[src/rtl/sprite_anim_draw.sv]
// Animated, scalable, mirrorable sprite drawer for the VGA object layer.
// Three-stage pipeline: coords -> ROM address -> ROM data -> drawing_request/mVGA_RGB.
module sprite_anim_draw #(
    parameter int OBJ_W      = 32,
    parameter int OBJ_H      = 32,
    parameter int NUM_FRAMES = 4,
    parameter int SCALE_LOG2 = 0,
    parameter int FRAME_HOLD = 6,
    parameter int LOOP       = 1,
    parameter int ADDR_W     = $clog2(NUM_FRAMES * OBJ_W * OBJ_H),
    parameter int FIDX_W     = (NUM_FRAMES > 1) ? $clog2(NUM_FRAMES) : 1
) (
    input  logic              CLK,
    input  logic              RESET,
    input  logic [10:0]       oCoord_X,
    input  logic [10:0]       oCoord_Y,
    input  logic [10:0]       ObjectStartX,
    input  logic [10:0]       ObjectStartY,
    input  logic              startOfFrame,
    input  logic              anim_en,
    input  logic              anim_restart,
    input  logic              flip_x,
    output logic [ADDR_W-1:0] rom_addr,
    input  logic [8:0]        rom_data,
    output logic              drawing_request,
    output logic [7:0]        mVGA_RGB,
    output logic [FIDX_W-1:0] frame_idx,
    output logic              anim_done
);

    localparam int          HOLD_W   = (FRAME_HOLD > 1) ? $clog2(FRAME_HOLD) : 1;
    localparam int          FRAME_SZ = OBJ_W * OBJ_H;
    localparam logic [11:0] SPAN_X   = 12'(OBJ_W << SCALE_LOG2);
    localparam logic [11:0] SPAN_Y   = 12'(OBJ_H << SCALE_LOG2);

    logic [11:0]       cx, cy, sx, sy, dx, dy, lx, lxf, ly;
    logic              hit;
    logic [ADDR_W-1:0] rom_addr_d, rom_addr_q;
    logic              hit_d1_q, hit_d2_q;
    logic              drq_q;
    logic [7:0]        rgb_q;
    logic [FIDX_W-1:0] frame_d, frame_q;
    logic [HOLD_W-1:0] hold_d, hold_q;
    logic              done_d, done_q;

    // 12-bit compare so a sprite straddling X=2047 does not wrap its end bound.
    always_comb begin
        cx  = {1'b0, oCoord_X};
        cy  = {1'b0, oCoord_Y};
        sx  = {1'b0, ObjectStartX};
        sy  = {1'b0, ObjectStartY};
        hit = (cx >= sx) && (cx < sx + SPAN_X) && (cy >= sy) && (cy < sy + SPAN_Y);
        dx  = cx - sx;
        dy  = cy - sy;
        lx  = dx >> SCALE_LOG2;
        ly  = dy >> SCALE_LOG2;
        lxf = flip_x ? (12'(OBJ_W - 1) - lx) : lx;
        rom_addr_d = '0;
        if (hit)
            rom_addr_d = ADDR_W'(frame_q) * ADDR_W'(FRAME_SZ)
                       + ADDR_W'(ly) * ADDR_W'(OBJ_W) + ADDR_W'(lxf);
    end

    always_comb begin
        frame_d = frame_q;
        hold_d  = hold_q;
        done_d  = done_q;
        if (anim_restart) begin
            frame_d = '0;
            hold_d  = '0;
            done_d  = 1'b0;
        end else if (startOfFrame && anim_en && !done_q) begin
            if (hold_q == HOLD_W'(FRAME_HOLD - 1)) begin
                hold_d = '0;
                if (frame_q == FIDX_W'(NUM_FRAMES - 1)) begin
                    if (LOOP != 0) frame_d = '0;
                    else           done_d  = 1'b1;
                end else begin
                    frame_d = frame_q + 1'b1;
                end
            end else begin
                hold_d = hold_q + 1'b1;
            end
        end
    end

    always_ff @(posedge CLK or posedge RESET) begin
        if (RESET) begin
            rom_addr_q <= '0;
            hit_d1_q   <= 1'b0;
            hit_d2_q   <= 1'b0;
            drq_q      <= 1'b0;
            rgb_q      <= 8'h00;
            frame_q    <= '0;
            hold_q     <= '0;
            done_q     <= 1'b0;
        end else begin
            rom_addr_q <= rom_addr_d;
            hit_d1_q   <= hit;
            hit_d2_q   <= hit_d1_q;
            drq_q      <= hit_d2_q & rom_data[8];
            rgb_q      <= hit_d2_q ? rom_data[7:0] : 8'h00;
            frame_q    <= frame_d;
            hold_q     <= hold_d;
            done_q     <= done_d;
        end
    end

    assign rom_addr        = rom_addr_q;
    assign drawing_request = drq_q;
    assign mVGA_RGB        = rgb_q;
    assign frame_idx       = frame_q;
    assign anim_done       = done_q;

endmodule
[config.mk]
export PLATFORM = sky130hd
export DESIGN_NAME = sprite_anim_draw
export DESIGN_NICKNAME = d
export VERILOG_FILES = /design/src/rtl/sprite_anim_draw.sv
export SDC_FILE = /design/constraint.sdc
export NUM_CORES = 1
export LEC_CHECK = 0
export CAP_MARGIN = 20
export CORE_MARGIN = 10
export CORE_UTILIZATION = 25
export DETAILED_ROUTE_END_ITERATION = 12
export HOLD_SLACK_MARGIN = 0.08
export PLACE_DENSITY_LB_ADDON = 0.05
export SETUP_SLACK_MARGIN = 0.4
export SYNTH_ARGS = -nofsm -noshare
export SYNTH_HDL_FRONTEND = slang
export SYNTH_SLANG_ARGS = --single-unit
[constraint.sdc]
create_clock -name CLK -period 5 [get_ports CLK]
set_input_delay 1.5 -clock CLK [delete_from_list [all_inputs] [get_ports CLK]]
set_output_delay 1.5 -clock CLK [all_outputs]
set_load 0.02 [all_outputs]
; Word-level counts from Yosys, hierarchy flattened
; Index checks and enable logic that the tools add are counted.
[op_classes]
add_sub_neg = 9
order_cmp = 4
eq_ne = 2
n_mux = 10
bitwise = 1
reduce_logical = 7
[ops]
columns = op, count
row1 = 11-bit by 6-bit adder with 12-bit output (second input constant), 2
row2 = 12-bit adder, 2
row3 = 11-bit by 12-bit < comparator with 1-bit output, 2
row4 = 12-bit two-way mux, 2
row5 = 11-bit greater-or-equal comparator, 2
row6 = 11-bit by 11-bit subtractor with 12-bit output, 1
row7 = 5-bit by 12-bit subtractor with 12-bit output (first input constant), 1
row8 = 3-bit two-way mux, 3
row9 = 2-bit two-way mux, 4
row10 = 8-bit two-way mux, 1
row11 = 7-bit subtractor, 1
row12 = 1-bit logical AND, 4
row13 = 2-bit nonzero test, 2
row14 = 3-bit by 1-bit adder with 3-bit output (second input constant), 1
row15 = 3-bit equality test (second input constant), 1
row16 = 2-bit by 1-bit adder with 2-bit output (second input constant), 1
row17 = 2-bit equality test (second input constant), 1
row18 = 2-bit AND reduction, 1
row19 = 1-bit AND, 1
[totals]
reg_bits = 28
in_bits = 59
out_inout_bits = 24
elab_cells = 40

; Logic depth before layout (Yosys ltp)
[logic_depth]
word_depth = 6
depth_mapped = 23
ltp_nobuf = 23

; Worst setup path before layout
; Ideal clock, no wire load.
[synth_path]
kind = input to register
startpoint = in oCoord_X[0]
endpoint = reg rom_addr_q[11], in the netlist rom_addr[11]
setup_time_ps = 132
arrival_time_ps = 5017
required_ps = 4868
slack_ps = -149
cell_stages = 22
n_path_buf = 0
cell_sequence = inv_1 ha_1 inv_1 fa_1 nand3_1 nand2_1 a21o_1 a21oi_1 xor2_1 ha_1 nor2b_1 xnor2_1 ha_1 ha_1 a211oi_1 o21bai_1 a21oi_1 xnor2_1 xnor2_1 and3_1 o21ai_0 nor3b_2
[synth_between]
elab_chain_cells = 5
word_cells_on_any_way = 10
cone_classes = add/sub: 3 / order compare: 2 / mux: 2 / reduce/logical: 3
[synth_lines]
columns = element, line_no
row1 = "start, declared", 15  ; input logic [10:0] oCoord_X,
row2 = 11-bit by 11-bit subtractor with 12-bit output (tied with other cells), 53  ; dx = cx - sx;
row3 = 5-bit by 12-bit subtractor with 12-bit output or 1-bit logical AND (tied branches), "57, 52"
row4 = 12-bit two-way mux or 1-bit logical AND (tied branches), "57, 52"
row5 = 12-bit adder or 1-bit logical AND (tied branches), "61, 52"
row6 = 12-bit two-way mux (*), 59  ; if (hit)
row7 = named net rom_addr_d[11], 38  ; logic [ADDR_W-1:0] rom_addr_d, rom_addr_q;
row8 = "end signal, assigned", 98  ; rom_addr_q <= rom_addr_d;
row9 = "end, declared", 38
; The timed path passes the listed nets; every way through them passes the cells marked *.
; A chain may end at the register's enable or synchronous reset.

; Worst setup path after layout
; Ends and elaborated chain as after synthesis.

==> out/results.md <==
### Job
- reported max-cap violation count: 0

### Global route
- wire length of the first global-routing pass: 13460 um
- initial antenna violation count: 0
- pin count of the biggest net entering global routing: 29
- total track usage: 9.960%
- Congestion Overflow GR: 0
- number of global-route vias before repair: 2843

### Run status
- status: finished, final reports clean

### Clock network
- CTS sink cnt: 28
- maximum count of clock buffers along a single path: 2
- clock input transition at the sequential cells of the worst setup and hold paths: 0.10 ns
- clock tree from TritonCTS: built
- number of buffers inserted during clock tree synthesis: 3
- later-pin clock latency in the skew report: 0.27 ns
- total number of H-tree levels: 1
- CTS root buf: sky130_fd_sc_hd__clkbuf_8

### Finish
- fill cell count: 1061
- antenna cell count: 0
- Layout Area Growth over Synthesis: 68.40%
- post-layout net count: 571
- post-route cell area: 4614 sq um
- proportion of layout cells with a drive suffix above 1: 27.67%
- Finished Core Util: 42.75%

### STA
- final hold slack: 0.3568 ns
- number of max-slew violations in the final report: 0
- maximum operating frequency: 203.6 MHz
- final period utilization: 98.22%
- RSZ-0062 raised after global routing: yes
- setup slack of the critical path after layout: 0.08885 ns
- number of hold-slack violations in the final timing report: 0
- Finish-stage setup viols: 0
- post-route clock skew: 0.002120 ns
- Min Clock Period, post-route: 4.911 ns

### Synth
- number of storage elements in the synthesis netlist: 28
- Area contributors post-synth: sky130_fd_sc_hd__dfrtp_1 26%, sky130_fd_sc_hd__ha_1 22%, sky130_fd_sc_hd__xnor2_1 8.0%
- Post-Synthesis Cells: 307
- post-synthesis area per instance: 8.925 sq um
- synthesized cell area: 2740 sq um
- cell accounting for the most synthesized area: sky130_fd_sc_hd__dfrtp_1
- async set-or-reset flop fraction in the synthesized netlist: 100.0%
- synthesis warning total: 0
- fraction of synthesized cell area taken by the top area cell type: 25.57%
- Post-Synthesis Net Count: 418
- unique cell type count in the Yosys netlist: 44
- commonest cells in the synthesized netlist: 48 x sky130_fd_sc_hd__ha_1, 39 x sky130_fd_sc_hd__inv_1, 28 x sky130_fd_sc_hd__dfrtp_1
- post-synthesis sequential area ratio: 25.57%
- count of flip-flops with a built-in enable after synthesis: 0
- most used standard cell by instance count after synthesis: sky130_fd_sc_hd__ha_1
- top flip-flop cell by instance count after synthesis: sky130_fd_sc_hd__dfrtp_1

### Die
- starting utilization of the core area: 25.39%
- floorplan die area: 15550 sq um
- Std-Cell Rows: 38
- Die Y-Extent: 124.7 um
- Die X: 124.7 um
- area of the core: 10790 sq um
- Top-Level Pins: 83

### Setup path
- endpoint of the lowest-slack register-to-register path: rom_addr[11]
- master of the slowest instance on the critical path: sky130_fd_sc_hd__fa_2
- WP data required: 5.17 ns
- Worst Setup Path Type: primary input to register
- slack of the worst reg-to-reg path: 2.74 ns
- worst stage delay on the critical path: 0.39 ns
- Critical Path End Type: register
- startpoint of the lowest-slack register-to-register path: frame_idx[0]
- top fanout value on the critical path: 3
- CP arrival: 5.08 ns
- Worst Setup Start Kind: primary input
- r2r worst-path depth: 8
- CP cell instances: buf_8 -> inv_12 -> ha_4 -> inv_2 -> fa_2 -> nand3_2 -> nand2_2 -> a21o_1 -> a21oi_2 -> xor2_2 -> ha_4 -> nand2_4 -> o21ai_2 -> xnor2_1 -> ha_1 -> ha_4 -> o21ai_2 -> o21bai_1 -> a21oi_2 -> xnor2_1 -> xnor2_1 -> and3_1 -> o21ai_1 -> nor3b_2

### Min path
- Hold Path Sink: hit_d2_q
- HP Start: hit_d1_q
- Min-Delay Path Depth: 0
- Hold/Removal Path Class: register to register

### Power and ir drop
- total power: 1.130 mW
- fraction of power spent switching nets: 34.36%
- leakage power summed over all cells: 2.151 nW
- share of total power in sequential cells: 21.6%
- combinational fraction of design power: 62.7%
- Clk network pwr share: 15.7%
- Peak supply drop: 160.7 uV
- internal power: 741.7 uW
- net switching component of the power: 388.2 uW
- areal power density over the cells: 244.9 nW/um^2

### Placement
- Detailed Place HPWL: 6866 um
- I/O Buffers: 81
- Place WS: -0.7867 ns
- Placed Area: 4258 sq um
- RD Place Congestion: 0.8547

### Route
- via-per-instance ratio: 4.447
- DRC violation count after routing: 0
- antenna violation net count after detailed routing: 0
- routed via count: 2664
- total detailed-routing wirelength: 7846 um
- first-pass detailed-route iteration total: 4
- DRC marker count from the first detailed-route iteration: 78
- wire per inst: 13.10 um

-- critical path: cells and delay by family --
family	cells	cell delay [ns]
fa+ha+maj	5	1.31
compound gates	7	0.85
xor+xnor	4	0.67
simple gates	5	0.54
buf+inv	3	0.19
-- state kept, by name, indices dropped and copies added (netlist names) --
signal	cells
drawing_request	1
frame_idx	2
hit_d1_q	1
hit_d2_q	1
hold_q	3
mVGA_RGB	8
rom_addr	12
-- layout make-up --
| class | instances | area, sq um | area share [%] |
|---|---|---|---|
| Inverter | 39 | 158.9 | 3.444 |
| Timing Repair Buffer | 152 | 1336 | 28.96 |
| Clock inverter | 1 | 30.03 | 0.6508 |
| Sequential cell | 28 | 700.7 | 15.18 |
| Tap cell | 140 | 175.2 | 3.796 |
| Multi-Input combinational cell | 236 | 2172 | 47.07 |
| Clock buffer | 3 | 41.29 | 0.8948 |
-- logic make-up (layout without fill, tap and decap cells) --
family / Yosys count / in the layout / share of synthesized area (%)
AOI/OAI and AO/OA: 68 / 68 / 17.17
xor gates and xnor gates: 33 / 33 / 10.55
adders and majority gates: 52 / 52 / 24.84
buffers and inverters: 43 / 195 / 6.347
DFF: 28 / 28 / 25.57
muxes: 2 / 2 / 0.7306
other: 1 / 1 / 0.1369
and+or+nand+nor: 80 / 80 / 14.66
-- per-layer routing --
layer	vias up	global-route usage [%]	routed length, um	part of all wire [%]
li1	1379	-	-	-
met1	1217	12.48	3687	47
met2	60	16.94	3646	46
met3	8	2.340	407	5.2
met4	0	1.988	105	1.3
met5	-	0	0	0
-- cells in the final DEF, fill, tap and decap left out, types with 3 or more instances in the layout --
cell type                          n
sky130_fd_sc_hd__buf_4            70
sky130_fd_sc_hd__clkdlybuf4s50_1  69
sky130_fd_sc_hd__ha_1             36
sky130_fd_sc_hd__inv_1            32
sky130_fd_sc_hd__dfrtp_1          28
sky130_fd_sc_hd__nor2_1           22
sky130_fd_sc_hd__xnor2_1          22
sky130_fd_sc_hd__a21oi_1          12
sky130_fd_sc_hd__nand3_1          10
sky130_fd_sc_hd__ha_4             10
sky130_fd_sc_hd__and2_1            9
sky130_fd_sc_hd__a21o_1            9
sky130_fd_sc_hd__xor2_1            7
sky130_fd_sc_hd__o21a_1            7
sky130_fd_sc_hd__dlygate4sd2_1     7
sky130_fd_sc_hd__nand2_1           6
sky130_fd_sc_hd__inv_2             6
sky130_fd_sc_hd__nand4_1           5
sky130_fd_sc_hd__o21ai_0           5
sky130_fd_sc_hd__nor3_1            5
sky130_fd_sc_hd__nor4_1            4
sky130_fd_sc_hd__a21oi_2           4
sky130_fd_sc_hd__nor2b_1           3
sky130_fd_sc_hd__nand3_2           3
sky130_fd_sc_hd__xnor2_2           3
sky130_fd_sc_hd__o31ai_1           3
sky130_fd_sc_hd__a211oi_1          3
sky130_fd_sc_hd__o211ai_1          3
sky130_fd_sc_hd__clkbuf_8          3
-- what timing repair did --
item                       4_1_cts  5_1_grt
resized for setup               57        8
hold buffers                     0        0
pin swaps                       30       27
setup endpoints to repair        5        3
setup buffers                    6        3
-- metrics by stage --
stage | instances | setup TNS [ns]
floorplan | 307 | 0
global placement | 586 | -1.827
detailed placement | 586 | -2.009
finish | 599 | 0
global route | 599 | -0.1175
CTS | 596 | 0
-- worst max-delay path by stage --
stage / from / cells after the start / endpoint / slack (ns)
after global routing: ObjectStartX[7] / 18 / rom_addr[11] / -0.12
after CTS: oCoord_X[0] / 24 / rom_addr[11] / 0.03
after global placement: oCoord_X[0] / 24 / rom_addr[11] / -0.71
final: oCoord_X[0] / 24 / rom_addr[11] / 0.09
after floorplan: oCoord_X[0] / 23 / rom_addr[11] / 0.08
after detailed placement: oCoord_X[0] / 24 / rom_addr[11] / -0.79
-- power groups by stage --
stage	logic (mW)	registers, mW	clock network [mW]
2_1_floorplan	0.355	0.263	0
3_3_place_gp	0.629	0.249	0
3_5_place_dp	0.633	0.249	0
4_1_cts	0.692	0.245	0.185
5_1_grt	0.786	0.246	0.194
6_report	0.708	0.244	0.178
No activity file was read; power rests on OpenSTA's default activity.
